### src/rtl/cdr_pkg.sv
// Shared types and defaults for the CDR shift commander slice.
package cdr_pkg;

    typedef enum logic [1:0] {
        WARM  = 2'd0,
        TRACK = 2'd1,
        HOLD  = 2'd2
    } cdr_state_e;

    localparam int unsigned VOTE_W_DEF  = 5;
    localparam int unsigned THRESH_DEF  = 8;
    localparam int unsigned HOLDOFF_DEF = 4;
    localparam int unsigned TAPS_DEF    = 32;

    // Width needed to index n values; never narrower than one bit.
    function automatic int unsigned pos_w(input int unsigned n);
        return (n <= 1) ? 1 : $clog2(n);
    endfunction

endpackage

### src/rtl/cdr_vote_integrator.sv
// Saturating signed up/down vote counter with synchronous clear.
// Threshold flags look at the post-vote value so the caller can act
// in the same cycle the vote lands.
module cdr_vote_integrator
    import cdr_pkg::*;
#(
    parameter int unsigned VOTE_W = VOTE_W_DEF,
    parameter int unsigned THRESH = THRESH_DEF
) (
    input  logic                     clk,
    input  logic                     rst,
    input  logic                     up,
    input  logic                     dn,
    input  logic                     clr,
    output logic signed [VOTE_W-1:0] vote,
    output logic                     hit_pos,
    output logic                     hit_neg
);

    localparam logic signed [VOTE_W-1:0] VMAX = VOTE_W'((1 << (VOTE_W - 1)) - 1);
    localparam logic signed [VOTE_W-1:0] VMIN = -VMAX;
    localparam logic signed [VOTE_W-1:0] TH   = VOTE_W'(THRESH);
    localparam logic signed [VOTE_W-1:0] NTH  = -TH;

    logic signed [VOTE_W-1:0] vote_q, vote_d, sum;

    // Saturating step, threshold compare on the stepped value, then clear.
    always_comb begin
        sum = vote_q;
        if (up && !dn && vote_q != VMAX) begin
            sum = vote_q + VOTE_W'(1);
        end else if (dn && !up && vote_q != VMIN) begin
            sum = vote_q - VOTE_W'(1);
        end
        hit_pos = (sum >= TH);
        hit_neg = (sum <= NTH);
        vote_d  = clr ? '0 : sum;
    end

    // Vote register.
    always_ff @(posedge clk or negedge rst) begin
        if (!rst) begin
            vote_q <= '0;
        end else begin
            vote_q <= vote_d;
        end
    end

    assign vote = vote_q;

endmodule

### src/rtl/cdr_shift_commander.sv
// Bang-bang phase detector + vote integrator issuing sr/sl shift pulses
// to the delay line, with post-shift holdoff and tap-range tracking.
// Optional lock detector enabled by defining CDR_LOCK_DETECT_EN.
module cdr_shift_commander
    import cdr_pkg::*;
#(
    parameter int unsigned VOTE_W  = VOTE_W_DEF,
    parameter int unsigned THRESH  = THRESH_DEF,
    parameter int unsigned HOLDOFF = HOLDOFF_DEF,
    parameter int unsigned TAPS    = TAPS_DEF,
    parameter int unsigned POS_W   = pos_w(TAPS)
`ifdef CDR_LOCK_DETECT_EN
    ,
    parameter int unsigned LOCK_CNT = 64
`endif
) (
    input  logic             clk,
    input  logic             rst,
    input  logic             en,
    input  logic             din_e,
    input  logic             din_d,
    input  logic             din_valid,
    output logic             sr,
    output logic             sl,
    output logic [POS_W-1:0] tap_pos,
`ifdef CDR_LOCK_DETECT_EN
    output logic             lock,
`endif
    output logic             at_limit
);

    localparam int unsigned         HOLD_W    = pos_w(HOLDOFF);
    localparam logic [HOLD_W-1:0]   HOLD_LAST = HOLD_W'(HOLDOFF - 1);
    localparam logic [POS_W-1:0]    TAP_TOP   = POS_W'(TAPS - 1);
    localparam logic [POS_W-1:0]    TAP_MID   = POS_W'(TAPS / 2);

    cdr_state_e          state_q, state_d;
    logic                d_prev_q, d_prev_d;
    logic [HOLD_W-1:0]   hold_q, hold_d;
    logic [POS_W-1:0]    tap_q, tap_d;
    logic                sr_q, sr_d, sl_q, sl_d;
    logic                transition, early, late;
    logic                v_up, v_dn, v_clr, hit_pos, hit_neg;
    logic signed [VOTE_W-1:0] vote;

    cdr_vote_integrator #(
        .VOTE_W (VOTE_W),
        .THRESH (THRESH)
    ) u_vote (
        .clk     (clk),
        .rst     (rst),
        .up      (v_up),
        .dn      (v_dn),
        .clr     (v_clr),
        .vote    (vote),
        .hit_pos (hit_pos),
        .hit_neg (hit_neg)
    );

    // Phase decision and next-state / shift-command logic.
    always_comb begin
        state_d  = state_q;
        d_prev_d = d_prev_q;
        hold_d   = hold_q;
        tap_d    = tap_q;
        sr_d     = 1'b0;
        sl_d     = 1'b0;
        v_up     = 1'b0;
        v_dn     = 1'b0;
        v_clr    = 1'b0;

        transition = (din_d != d_prev_q);
        early      = transition && (din_e == d_prev_q);
        late       = transition && (din_e == din_d);

        if (en) begin
            case (state_q)
                WARM: begin
                    if (din_valid) begin
                        d_prev_d = din_d;
                        state_d  = TRACK;
                    end
                end
                TRACK: begin
                    if (din_valid) begin
                        d_prev_d = din_d;
                        v_up     = early;
                        v_dn     = late;
                        // A request at a tap limit still clears the vote and
                        // takes the holdoff; only the pulse is withheld.
                        if ((early && hit_pos) || (late && hit_neg)) begin
                            v_clr   = 1'b1;
                            hold_d  = '0;
                            state_d = HOLD;
                            if (early && tap_q != TAP_TOP) begin
                                sr_d  = 1'b1;
                                tap_d = tap_q + POS_W'(1);
                            end else if (late && tap_q != '0) begin
                                sl_d  = 1'b1;
                                tap_d = tap_q - POS_W'(1);
                            end
                        end
                    end
                end
                HOLD: begin
                    if (din_valid) begin
                        d_prev_d = din_d;
                    end
                    if (hold_q == HOLD_LAST) begin
                        hold_d  = '0;
                        state_d = TRACK;
                    end else begin
                        hold_d = hold_q + HOLD_W'(1);
                    end
                end
                default: state_d = WARM;
            endcase
        end
    end

    // State and registered outputs.
    always_ff @(posedge clk or negedge rst) begin
        if (!rst) begin
            state_q  <= WARM;
            d_prev_q <= 1'b0;
            hold_q   <= '0;
            tap_q    <= TAP_MID;
            sr_q     <= 1'b0;
            sl_q     <= 1'b0;
        end else begin
            state_q  <= state_d;
            d_prev_q <= d_prev_d;
            hold_q   <= hold_d;
            tap_q    <= tap_d;
            sr_q     <= sr_d;
            sl_q     <= sl_d;
        end
    end

    assign sr       = sr_q;
    assign sl       = sl_q;
    assign tap_pos  = tap_q;
    assign at_limit = (tap_q == '0) || (tap_q == TAP_TOP);

`ifdef CDR_LOCK_DETECT_EN
    localparam int unsigned      LK_W   = pos_w(LOCK_CNT + 1);
    localparam logic [LK_W-1:0]  LK_MAX = LK_W'(LOCK_CNT);

    logic [LK_W-1:0] lk_cnt_q, lk_cnt_d;

    // Count quiet tracking transitions; any shift request restarts the count.
    always_comb begin
        lk_cnt_d = lk_cnt_q;
        if (v_clr) begin
            lk_cnt_d = '0;
        end else if (en && din_valid && state_q == TRACK && transition
                     && lk_cnt_q != LK_MAX) begin
            lk_cnt_d = lk_cnt_q + LK_W'(1);
        end
    end

    // Lock counter register.
    always_ff @(posedge clk or negedge rst) begin
        if (!rst) begin
            lk_cnt_q <= '0;
        end else begin
            lk_cnt_q <= lk_cnt_d;
        end
    end

    assign lock = (lk_cnt_q == LK_MAX);
`endif

endmodule

### config.mk
export PLATFORM = sky130hd
export DESIGN_NAME = cdr_shift_commander
export DESIGN_NICKNAME = d
export VERILOG_FILES = /design/src/rtl/cdr_pkg.sv /design/src/rtl/cdr_vote_integrator.sv /design/src/rtl/cdr_shift_commander.sv
export SDC_FILE = /design/constraint.sdc
export NUM_CORES = 1
export LEC_CHECK = 0
export CAP_MARGIN = 20
export CORE_AREA = 2 2 66 68
export CTS_CLUSTER_DIAMETER = 80
export CTS_CLUSTER_SIZE = 28
export DETAILED_ROUTE_END_ITERATION = 12
export DIE_AREA = 0 0 68 70
export MAX_ROUTING_LAYER = met4
export PLACE_DENSITY = 0.54
export SYNTH_ARGS = -nofsm -noshare
export SYNTH_HDL_FRONTEND = slang
export SYNTH_HIERARCHICAL = 1
export SYNTH_SLANG_ARGS = --single-unit
### constraint.sdc
create_clock -name clk -period 3 [get_ports clk]
set_clock_uncertainty 0.05 [all_clocks]
set_input_delay 0.9 -clock clk [delete_from_list [all_inputs] [get_ports clk]]
set_output_delay 0.9 -clock clk [all_outputs]
set_load 0.01 [all_outputs]
==> flow_summary.json <==
{
  "violations": "negative setup slack",
  "utilization_pct": 45.1,
  "end_kind": "flip-flop",
  "numClockSinks": 17,
  "crit_type": "input pin to flip-flop",
  "syn_area_um2": 1250,
  "layout-drive-gt1-share_pct": 36.4,
  "postRouteWirelength_mm": 3.21,
  "grt_first_pass_wirelength_mm": 5.46,
  "avgRoutedWirePerCell_um": 13.6,
  "hold_path_class": "flip-flop to flip-flop",
  "cp.required_ns": 3.09,
  "n_antenna_cell": 0,
  "grt_pass1_vias": 1192,
  "synth_seq_cells": 17,
  "die-area_um2": 4760,
  "fillCellCount": 419,
  "ys.flop_type": "dfrtp_1",
  "p_leak_nw": 0.874,
  "maxSlewViolCount": 0,
  "status": "finished with violations",
  "slowest_delay_ns": 0.36,
  "hold_viol": 0,
  "period_share_pct": 118,
  "postPlaceCellArea_um2": 1710,
  "setup_viol": 16,
  "clk_pin_slew_worst_paths_ns": 0.07,
  "period_minus_slack_ns": 3.53,
  "path_buf_inv": 1,
  "grtUsageTotal_pct": 15.2,
  "drtIter0Drc": 93,
  "cts_tree": "built",
  "drcViolationCount": 0,
  "numCtsBuffers": 3,
  "synth_top_cell_by_area": "dfrtp_1",
  "layout_setup_ws_ns": -0.530,
  "final_nets": 198,
  "fmax_mhz": 283,
  "yosysSeqAreaShare_pct": 34.0,
  "synth_top_area_share_pct": 31.9,
  "cts_htree_levels": 1,
  "core-area_um2": 4140,
  "avgSynthCellArea_um2": 9.51,
  "routabilityCongestion": 0.982,
  "area.sequential_um2": 427,
  "crit_fanout": 5,
  "synthTopCellsByArea": "dfrtp_1, ha_1, nand2_1",
  "path_depth": 13,
  "grt_start_max_net_pins": 18,
  "area_delta_synth_final_pct": 49.1,
  "tightest_slew_ns": 0.331,
  "antenna_found_initial": 0,
  "die_w_um": 68,
  "clock_tree.root_cell": "clkbuf_8",
  "final_area_um2": 1870,
  "drtPass1Iterations": 4,
  "syn_nets": 145,
  "floorplan.initialDensity_pct": 30.3,
  "insertion_delay_ns": 0.26,
  "synth_cell_types": 44,
  "rsz0062_at_grt": "yes",
  "cap_violations": 0,
  "io_buffers": 13,
  "synthArstFlopShare_pct": 100,
  "cts_max_path_buffers": 2,
  "num_rows": 24,
  "cp-start-kind": "input pin",
  "crit_family": "compound AO/OA/AOI/OAI gates",
  "viasPerCell": 5.04,
  "cp.arrival_ns": 3.62,
  "ff2ff_path_depth": 12,
  "slowest_stage": "or3b_1",
  "final_common_cell": "buf_4",
  "yosysWarnings": 6,
  "boundaryPins": 14,
  "vias": 1190,
  "layout_common_cells": "buf_4, dfrtp_1, nand2_1",
  "hold_ws_ns": 0.462,
  "multi_input_area_um2": 878,
  "ir_drop_uv": 347,
  "holdPathStages": 1,
  "slew_headroom_pct": 77.6,
  "synth_edf_count": 0,
  "detail-route-antenna-nets": 0,
  "synthesis.instances": 132,
  "die_h_um": 70,
  "dp_hpwl_mm": 2.37,
  "crit_chain": "buf_8 -> or3b_1 -> and2_4 -> nor2_4 -> and2b_2 -> a2111oi_4 -> o22ai_2 -> a41oi_2 -> mux2i_1 -> o22ai_1 -> nand2b_1 -> a21oi_4 -> mux2_4",
  "overflow": 0,
  "p_per_area_nw_per_um2": 750,
  "cts_hold_buf": 0
}
## final timing paths
path / start / end / slack [ns]
worst max-delay path: din_e / tap_pos[1]$_DFFE_PN0P_ / -0.53
worst min-delay path: hold_q[0]$_DFFE_PN0P_ / hold_q[0]$_DFFE_PN0P_ / 0.46
worst max register to register: d_prev_q$_DFFE_PN0P_ / tap_pos[1]$_DFFE_PN0P_ / -0.23
worst min register to register: hold_q[0]$_DFFE_PN0P_ / hold_q[0]$_DFFE_PN0P_ / 0.46
max in group asynchronous: rst / tap_pos[4]$_DFFE_PN1P_ / 1.73
min in group asynchronous: rst / d_prev_q$_DFFE_PN0P_ / 0.91
## timing repair
item | CTS | global route
resized for setup | 26 | 6
setup endpoints to repair | 17 | 17
gates cloned | 0 | 0
pin swaps | 9 | 9
setup buffers | 5 | 0
## report_power, final
group | total, W | internal [W] | switching, W
registers | 0.000364 | 0.000305 | 0.0000591
logic | 0.000861 | 0.000459 | 0.000402
clock network | 0.000178 | 0.0000945 | 0.0000838
total | 0.00140 | 0.000858 | 0.000545
## cells by family (layout without fill, tap and decap cells)
group | count (synthesis) | count (layout) | share of synthesized area (%)
and+or+nand+nor | 57 | 57 | 27.5
xor gates and xnor gates | 5 | 5 | 3.49
AOI/OAI and AO/OA | 28 | 28 | 17.0
muxes | 8 | 8 | 6.78
buffers and inverters | 10 | 62 | 4.19
DFF | 17 | 17 | 34.0
adders and majority gates | 7 | 7 | 6.98
## per-stage QoR
| step | worst slack [ns] | cells | setup TNS (ns) | total power [W] |
|---|---|---|---|---|
| 2_1_floorplan | -0.643 | 132 | -5.48 | 0.000819 |
| 3_3_place_gp | -1.15 | 228 | -16.03 | 0.00114 |
| 3_5_place_dp | -1.33 | 228 | -17.75 | 0.00116 |
| 4_1_cts | -0.541 | 236 | -5.81 | 0.00140 |
| 5_1_grt | -0.653 | 236 | -8.10 | 0.00152 |
| 6_report | -0.530 | 236 | -5.86 | 0.00140 |
## routing by layer
layer,GRT usage (%),vias up,routed length (um)
met1,19.6,559,1380
met4,5.11,0,71
met2,24.4,38,1640
met3,2.09,7,121
met5,-,-,0
li1,-,586,-
## worst register-to-register path, stage by stage, from the launching register on
cell and delay (ns):
dfrtp_1 0.40, or3b_1 0.39, and2_4 0.16, nor2_4 0.13, and2b_2 0.28, a2111oi_4 0.34
o22ai_2 0.12, a41oi_2 0.23, mux2i_1 0.10, o22ai_1 0.22, nand2b_1 0.16, a21oi_4 0.21
mux2_4 0.32
## synth_stat cells (all sizes together), types with 4 or more instances
library cell	n
a21oi	5
and3	5
mux2i	4
ha	7
o21ai	6
dfrtp	16
nand3	6
nor2	9
inv	7
mux2	4
nand2	11
nand2b	4
## registers in the layout, indices dropped and copies added (netlist names)
| signal | cells |
|---|---|
| sl | 1 |
| u_vote/vote | 5 |
| d_prev_q | 1 |
| sr | 1 |
| hold_q | 2 |
| tap_pos | 5 |
| state_q | 2 |
## area by class of cell
cell class / instances / area share (%)
well taps: 52 / 3.48
multi-input cells: 105 / 47.0
clock buffers: 4 / 2.41
inverters: 7 / 1.54
repair buffers: 51 / 22.8
flip-flops and latches: 17 / 22.8
(Power assumes the default switching activity.)
